[src/rtl/oram_path_sequencer_pkg.sv]
// Shared definitions for the Path ORAM access sequencer and its helpers.
//   MIG_READ / MIG_WRITE : MIG user-interface instruction codes
//   state_t              : sequencer state encoding
//   BKT_LOG_MAX          : largest log2(bursts per bucket) (BktBurstsLog is 3 bits)
//   beat_cnt_width()     : width of a counter that can hold a full path's beat count
package oram_path_sequencer_pkg;

  localparam logic [2:0] MIG_READ  = 3'b001;
  localparam logic [2:0] MIG_WRITE = 3'b000;

  localparam int BKT_LOG_MAX = 7;

  typedef enum logic [2:0] {
    S_IDLE     = 3'd0,
    S_READ     = 3'd1,
    S_RD_DRAIN = 3'd2,
    S_WRITE    = 3'd3,
    S_DONE     = 3'd4
  } state_t;

  // A path has at most 2^max_log_l buckets, each of at most 2^BKT_LOG_MAX bursts
  // of beats_per_burst beats; one extra bit lets the counter reach the total itself.
  function automatic int beat_cnt_width(input int max_log_l, input int beats_per_burst);
    return max_log_l + BKT_LOG_MAX + $clog2(beats_per_burst) + 1;
  endfunction

endpackage

[src/rtl/oram_path_addr.sv]
// Combinational Path ORAM bucket/burst address calculator.
//   leaf    : leaf label (only the low `levels` bits matter)
//   levels  : L, the path spans levels 0..L
//   level   : level v of the bucket being addressed
//   burst   : burst index k inside the bucket
//   bkt_log : log2 of bursts per bucket
//   addr    : ((node << bkt_log) + k) << ADDR_STRIDE_LOG, truncated,
//             with node = (2^v - 1) + low v bits of (leaf >> (L - v))
module oram_path_addr
  import oram_path_sequencer_pkg::*;
#(
  parameter int MAX_ORAM_L      = 32,
  parameter int MAX_LOG_L       = 5,
  parameter int DRAM_ADDR_WIDTH = 30,
  parameter int ADDR_STRIDE_LOG = 3
) (
  input  logic [MAX_ORAM_L-1:0]      leaf,
  input  logic [MAX_LOG_L-1:0]       levels,
  input  logic [MAX_LOG_L-1:0]       level,
  input  logic [BKT_LOG_MAX-1:0]     burst,
  input  logic [2:0]                 bkt_log,
  output logic [DRAM_ADDR_WIDTH-1:0] addr
);

  // Node indices of a heap-ordered tree need one bit more than the leaf label.
  localparam int NW    = MAX_ORAM_L + 1;
  localparam int RAW_W = NW + BKT_LOG_MAX + ADDR_STRIDE_LOG;
  localparam int AW    = (RAW_W > DRAM_ADDR_WIDTH) ? RAW_W : DRAM_ADDR_WIDTH;

  logic [MAX_LOG_L-1:0] shift;
  logic [NW-1:0]        level_base;
  logic [NW-1:0]        path_bits;
  logic [NW-1:0]        node;
  logic [AW-1:0]        bucket_burst;
  logic [AW-1:0]        byte_addr;

  assign shift = levels - level;
  // 2^v - 1 is both the first node of level v and the mask for v path bits.
  assign level_base   = (NW'(1) << level) - NW'(1);
  assign path_bits    = (NW'(leaf) >> shift) & level_base;
  assign node         = level_base + path_bits;
  assign bucket_burst = (AW'(node) << bkt_log) + AW'(burst);
  assign byte_addr    = bucket_burst << ADDR_STRIDE_LOG;
  assign addr         = byte_addr[DRAM_ADDR_WIDTH-1:0];

endmodule

[src/rtl/oram_path_sequencer.sv]
// Path ORAM access sequencer in front of a MIG user interface.
// Reads every bucket root-to-leaf while draining the read FIFO, then writes
// the path back leaf-to-root, pulling beats from the stash before issuing
// each write command.
//   Clock, Reset                   : clock, asynchronous active-high reset
//   StartValid/StartReady          : leaf request handshake (StartLeaf, ORAMLevels,
//                                    BktBurstsLog sampled on acceptance)
//   MIGRdy/MIGEn/MIGInstr/MIGAddr  : MIG command channel
//   RdEmpty/RdEn                   : read-data FIFO pop
//   WrSrcValid/WrFull/WrEn/WrDataEnd : write-data push (WrEn is the stash ready)
//   PathDone                       : one-cycle pulse when write-back finishes
//   Busy                           : high whenever not idle
module oram_path_sequencer
  import oram_path_sequencer_pkg::*;
#(
  parameter int MAX_ORAM_L      = 32,
  parameter int MAX_LOG_L       = 5,
  parameter int DRAM_ADDR_WIDTH = 30,
  parameter int BEATS_PER_BURST = 2,
  parameter int ADDR_STRIDE_LOG = 3
) (
  input  logic                       Clock,
  input  logic                       Reset,
  input  logic                       StartValid,
  output logic                       StartReady,
  input  logic [MAX_ORAM_L-1:0]      StartLeaf,
  input  logic [MAX_LOG_L-1:0]       ORAMLevels,
  input  logic [2:0]                 BktBurstsLog,
  input  logic                       MIGRdy,
  output logic                       MIGEn,
  output logic [2:0]                 MIGInstr,
  output logic [DRAM_ADDR_WIDTH-1:0] MIGAddr,
  input  logic                       RdEmpty,
  output logic                       RdEn,
  input  logic                       WrSrcValid,
  input  logic                       WrFull,
  output logic                       WrEn,
  output logic                       WrDataEnd,
  output logic                       PathDone,
  output logic                       Busy
);

  localparam int              BCW      = beat_cnt_width(MAX_LOG_L, BEATS_PER_BURST);
  localparam int              BPB_LOG  = $clog2(BEATS_PER_BURST);
  localparam logic [BCW-1:0]  BPB_MASK = BCW'(BEATS_PER_BURST - 1);
  localparam logic [BCW-1:0]  BCW_ONE  = BCW'(1);

  state_t state_reg, state_next;

  logic [MAX_ORAM_L-1:0]      leaf_reg;
  logic [MAX_LOG_L-1:0]       levels_reg;
  logic [MAX_LOG_L-1:0]       level_reg;
  logic [2:0]                 bkt_log_reg;
  logic [BKT_LOG_MAX-1:0]     burst_reg;
  logic [BCW-1:0]             rd_beats_reg;
  logic [BCW-1:0]             wr_beats_reg;
  logic [BCW-1:0]             wr_cmds_reg;

  logic [BCW-1:0]             total_beats;
  logic [BCW-1:0]             wr_bursts;
  logic [BKT_LOG_MAX-1:0]     last_burst;
  logic                       burst_wrap;
  logic                       rd_pop_ok;
  logic                       wr_push_ok;
  logic                       wr_cmd_ok;
  logic                       cmd_accept;
  logic [DRAM_ADDR_WIDTH-1:0] path_addr;

  // Beats on the whole path: (L+1) buckets * 2^bkt_log bursts * beats per burst.
  assign total_beats = ((BCW'(levels_reg) + BCW_ONE) << bkt_log_reg) << BPB_LOG;
  assign last_burst  = BKT_LOG_MAX'((8'd1 << bkt_log_reg) - 8'd1);
  assign burst_wrap  = (burst_reg == last_burst);

  assign rd_pop_ok  = ~RdEmpty && (rd_beats_reg < total_beats);
  assign wr_push_ok = WrSrcValid && ~WrFull && (wr_beats_reg < total_beats);
  // A write command may only go out once its whole burst sits in the write FIFO.
  assign wr_bursts  = wr_beats_reg >> BPB_LOG;
  assign wr_cmd_ok  = (wr_bursts > wr_cmds_reg);
  assign cmd_accept = MIGEn && MIGRdy;

  oram_path_addr #(
    .MAX_ORAM_L     (MAX_ORAM_L),
    .MAX_LOG_L      (MAX_LOG_L),
    .DRAM_ADDR_WIDTH(DRAM_ADDR_WIDTH),
    .ADDR_STRIDE_LOG(ADDR_STRIDE_LOG)
  ) u_addr (
    .leaf   (leaf_reg),
    .levels (levels_reg),
    .level  (level_reg),
    .burst  (burst_reg),
    .bkt_log(bkt_log_reg),
    .addr   (path_addr)
  );

  // Address is zero whenever no command is offered, so idle/reset outputs are all 0.
  assign MIGAddr = MIGEn ? path_addr : '0;

  always_ff @(posedge Clock or posedge Reset) begin
    if (Reset) begin
      state_reg <= S_IDLE;
    end else begin
      state_reg <= state_next;
    end
  end

  always_comb begin
    state_next = state_reg;
    StartReady = 1'b0;
    Busy       = 1'b1;
    MIGEn      = 1'b0;
    MIGInstr   = MIG_WRITE;
    RdEn       = 1'b0;
    WrEn       = 1'b0;
    WrDataEnd  = 1'b0;
    PathDone   = 1'b0;
    case (state_reg)
      S_IDLE: begin
        StartReady = 1'b1;
        Busy       = 1'b0;
        if (StartValid) state_next = S_READ;
      end
      S_READ: begin
        MIGEn    = 1'b1;
        MIGInstr = MIG_READ;
        RdEn     = rd_pop_ok;
        if (MIGRdy && burst_wrap && (level_reg == levels_reg)) state_next = S_RD_DRAIN;
      end
      S_RD_DRAIN: begin
        RdEn = rd_pop_ok;
        if (rd_beats_reg == total_beats) state_next = S_WRITE;
      end
      S_WRITE: begin
        WrEn      = wr_push_ok;
        WrDataEnd = wr_push_ok && ((wr_beats_reg & BPB_MASK) == BPB_MASK);
        MIGEn     = wr_cmd_ok;
        if (wr_cmd_ok && MIGRdy && burst_wrap && (level_reg == '0)) state_next = S_DONE;
      end
      S_DONE: begin
        PathDone   = 1'b1;
        state_next = S_IDLE;
      end
      default: begin
        Busy       = 1'b0;
        state_next = S_IDLE;
      end
    endcase
  end

  always_ff @(posedge Clock or posedge Reset) begin
    if (Reset) begin
      leaf_reg     <= '0;
      levels_reg   <= '0;
      level_reg    <= '0;
      bkt_log_reg  <= '0;
      burst_reg    <= '0;
      rd_beats_reg <= '0;
      wr_beats_reg <= '0;
      wr_cmds_reg  <= '0;
    end else begin
      case (state_reg)
        S_IDLE: begin
          if (StartValid) begin
            leaf_reg     <= StartLeaf;
            levels_reg   <= ORAMLevels;
            bkt_log_reg  <= BktBurstsLog;
            level_reg    <= '0;
            burst_reg    <= '0;
            rd_beats_reg <= '0;
            wr_beats_reg <= '0;
            wr_cmds_reg  <= '0;
          end
        end
        S_READ: begin
          if (cmd_accept) begin
            if (burst_wrap) begin
              burst_reg <= '0;
              // The last level is held so the drain/write hand-off sees a stable count.
              if (level_reg != levels_reg) level_reg <= level_reg + MAX_LOG_L'(1);
            end else begin
              burst_reg <= burst_reg + BKT_LOG_MAX'(1);
            end
          end
          if (RdEn) rd_beats_reg <= rd_beats_reg + BCW_ONE;
        end
        S_RD_DRAIN: begin
          if (RdEn) rd_beats_reg <= rd_beats_reg + BCW_ONE;
          if (state_next == S_WRITE) begin
            level_reg <= levels_reg;
            burst_reg <= '0;
          end
        end
        S_WRITE: begin
          if (WrEn) wr_beats_reg <= wr_beats_reg + BCW_ONE;
          if (cmd_accept) begin
            wr_cmds_reg <= wr_cmds_reg + BCW_ONE;
            if (burst_wrap) begin
              burst_reg <= '0;
              if (level_reg != '0) level_reg <= level_reg - MAX_LOG_L'(1);
            end else begin
              burst_reg <= burst_reg + BKT_LOG_MAX'(1);
            end
          end
        end
        default: begin
        end
      endcase
    end
  end

endmodule
[config.mk]
export PLATFORM = sky130hd
export DESIGN_NAME = oram_path_sequencer
export DESIGN_NICKNAME = d
export VERILOG_FILES = /design/src/rtl/oram_path_sequencer_pkg.sv /design/src/rtl/oram_path_addr.sv /design/src/rtl/oram_path_sequencer.sv
export SDC_FILE = /design/constraint.sdc
export NUM_CORES = 1
export LEC_CHECK = 0
export ABC_AREA = 1
export CORE_MARGIN = 10
export CORE_UTILIZATION = 39
export DETAILED_ROUTE_END_ITERATION = 10
export GPL_ROUTABILITY_DRIVEN = 0
export GPL_TIMING_DRIVEN = 0
export HOLD_SLACK_MARGIN = 0.1
export PLACE_DENSITY = 0.66
export RECOVER_POWER = 50
export SLEW_MARGIN = 5
export SYNTH_ARGS = -nofsm -noshare
export SYNTH_HDL_FRONTEND = slang
export SYNTH_HIERARCHICAL = 1
export SYNTH_SLANG_ARGS = --single-unit
[constraint.sdc]
create_clock -name Clock -period 15.49 [get_ports Clock]
set_clock_uncertainty 0.15 [all_clocks]
set_input_delay 3.098 -clock Clock [delete_from_list [all_inputs] [get_ports Clock]]
set_output_delay 3.098 -clock Clock [all_outputs]
set_load 0.02 [all_outputs]
==> flow_summary.toml <==
[status]
status = "finished, violations left"
violations = "max-capacitance violations, max-slew violations"

[floorplan]
die_w_um = 208
pin_count = 87
die_area_mm2 = 0.0431
row_count = 68
core_area_mm2 = 0.0346
dieHeight_um = 208
start_util_pct = 39.6

[layout]
antenna_cells = 0
areaGrowthSynthToFinish_pct = 12.2
drive_gt1_share_pct = 8.74
final_common_cell = "nand2_1"
regArea_mm2 = 0.00243
final_cell_mix = "836 x nand2_1, 463 x nand3_1, 221 x inv_1, 197 x nor2_1, 97 x dfrtp_1"
nets = 2611
multi_input_area_mm2 = 0.00986
largest_reg_flops = 32
num-fill-cells = 3714

[placed_design]
port_buffers = 81
place_hpwl_um = 36000
pre_cts_slack_ns = 5.43

[logic_synthesis]
synth_async_sr_flop_share_pct = 100
synth.ff_latch_count = 97
ys.flop_type = "dfrtp_1"
avgSynthCellArea_um2 = 5.71
synthesis.area_mm2 = 0.0137
ys_seq_area_share_pct = 17.7
synth-edff-count = 0
yosys_warnings = 6
synthCells = 2406
synth.distinct_cells = 58

[worst_setup_path]
critPathMaxFanout = 14
worst_setup_path_end_kind = "output pin"
slowest_delay_ns = 0.75
cp_top_family = "simple AND/OR/NAND/NOR gates"
reg2reg_depth = 16
slowest_stage = "dfrtp_1"
path_class = "flop to output pin"
critPathBufInv = 7
worstPathArrival_ns = 7.25
path_common_cell = "nand2_1"
crit_required_ns = 12.24
path_depth = 38
crit_path_start_kind = "flop"

[drt]
wl_per_cell_um = 14.7
vias = 15900
wl_um = 43700
initialDrtViolationCount = 1342
detail_route.first_pass.iterations = 8
ant_nets = 0
via_per_inst = 5.36
drc = 0

[global_routing]
first_global_vias = 15300
grt_max_degree = 63
grt_pass1_wl_um = 74000
grt_usage_pct = 19.9
grt_antenna_before_repair = 0
grt-ovfl-total = 0

[pwr]
pwr-share-seq_pct = 46.7
switchingPower_uw = 156
sw_frac_of_total_pct = 27.3
internal_power_uw = 416
power_frac_clock_pct = 43.1
ir_drop_mv = 0.0747
powerDensity_mw_per_mm2 = 37.1
p_leak_nw = 7.80
p_comb_share_pct = 10.3

[worst_hold_path]
hold_path_class = "flop to flop"
holdPathStages = 2

[sta]
fmax_mhz = 95.2
rsz0062_at_grt = "no"
fin_crit_sh_pct = 67.8
slew_headroom_pct = -135
setup_slack_ns = 4.99
setup_tns_ns = 0
period_needed_ns = 10.50
maxSlewViolCount = 100
hold_viol = 0
worstMarginPinSlew_ns = 3.52
hold_ws_ns = 0.355
setup_viol = 0

[clock_tree]
cts_sinks = 97
cts_tree = "done"
h-tree-depth = 3
clk_latency_ns = 0.37
clk_pin_slew_ns = 0.08
cts_setup_buffers = 0
clock-root-buffer = "clkbuf_16"
cts_inserted_buffers = 9
cts_buffer_depth = 2
hold_buffers = 0
cts_repair_resize_count = 0

[job]
max-cap-violations = 2
[worst register-to-register path, delay by kind of cell (launching register included)]
family / cells / cell delay [ns]
XOR/XNOR: 1 / 0.17
flip-flops: 1 / 0.51
adder cells (fa/ha/maj): 2 / 0.58
AO/OA/AOI/OAI: 5 / 1.07
buffers and inverters: 2 / 0.51
AND/OR/NAND/NOR: 6 / 1.00
[per-stage QoR]
step	area, µm²	cells	util (%)	power [mW]
after floorplan	13700	2409	-	0.304
after global placement	15100	2945	43.7	0.328
after detailed placement	15100	2946	43.7	0.331
after CTS	15500	2962	44.7	0.576
after global routing	15400	2962	44.5	0.595
final	15400	2962	44.5	0.571
[synthesized netlist by cell type (5+ instances only)]
| master | count | share of area, % |
|---|---|---|
| nand3_1 | 462 | 17 |
| inv_2 | 27 | 0.74 |
| clkinv_1 | 5 | 0.14 |
| buf_4 | 12 | 0.66 |
| inv_1 | 222 | 6.1 |
| nor4_1 | 7 | 0.32 |
| nor2_4 | 12 | 0.98 |
| nand4_1 | 34 | 1.5 |
| buf_6 | 7 | 0.57 |
| o21ai_1 | 6 | 0.22 |
| dfrtp_1 | 97 | 18 |
| buf_2 | 36 | 1.3 |
| nand2_4 | 8 | 0.66 |
| xnor2_1 | 12 | 0.77 |
| nand2_1 | 834 | 23 |
| ha_1 | 59 | 5.4 |
| xor2_1 | 50 | 3.2 |
| a21oi_1 | 54 | 2.0 |
| clkbuf_1 | 25 | 0.68 |
| nand2_2 | 37 | 1.7 |
| o21ai_0 | 59 | 2.2 |
| nand3_2 | 17 | 1.2 |
| nor2_1 | 197 | 5.4 |
| or2_2 | 5 | 0.23 |
| nor2_2 | 29 | 1.3 |
| buf_1 | 5 | 0.14 |
| nor3_1 | 24 | 0.87 |
| o21bai_1 | 5 | 0.27 |
[final timing paths]
| kind | start | endpoint | slack [ns] |
|---|---|---|---|
| setup reg to reg | levels_reg[1] | rd_beats_reg[6] | 11.47 |
| setup / recovery | level_reg[0] | MIGAddr[29] | 4.99 |
| hold reg to reg | leaf_reg[0] | leaf_reg[0] | 0.35 |
| hold / removal | leaf_reg[0] | leaf_reg[0] | 0.35 |
| max in group asynchronous | Reset | burst_reg[3] | 7.86 |
| min in group asynchronous | Reset | wr_cmds_reg[10] | 3.39 |
[cell type report]
class                      instances  share of cell area, %
timing repair buffer              82                   5.29
sequential                        97                   15.8
clock buffer                       9                   1.46
multi-input combinational       1972                   64.0
tap                              455                   3.70
clock inverter                     7                  0.642
inverter                         255                   6.26
buffer                            85                   2.85
[cells by family (layout without fill, tap and decap cells)]
| logic type | after synthesis | in the layout | synth area share (%) |
|---|---|---|---|
| AO/OA/AOI/OAI | 155 | 155 | 6.49 |
| XOR/XNOR | 63 | 63 | 4.07 |
| other | 2 | 5 | 0.0547 |
| adder cells (fa/ha/maj) | 62 | 62 | 5.81 |
| buffers and inverters | 340 | 438 | 10.4 |
| AND/OR/NAND/NOR | 1687 | 1687 | 55.5 |
| flip-flops | 97 | 97 | 17.7 |
[power by group through the flow]
stage | clock network [mW] | logic, mW | registers (mW)
after floorplan | 0 | 0.0360 | 0.268
after global placement | 0 | 0.0566 | 0.271
after detailed placement | 0 | 0.0597 | 0.271
after CTS | 0.250 | 0.0598 | 0.266
after global routing | 0.260 | 0.0674 | 0.267
final | 0.246 | 0.0587 | 0.267
[layer usage]
metal | GRT usage (%) | up-vias | share of wire (%)
met5 | 0 | - | 0
met4 | 6.65 | 0 | 3.1
met3 | 2.66 | 96 | 6.2
met2 | 34.2 | 560 | 47
met1 | 25.0 | 7239 | 44
li1 | - | 7973 | -
(Power assumes the default switching activity.)
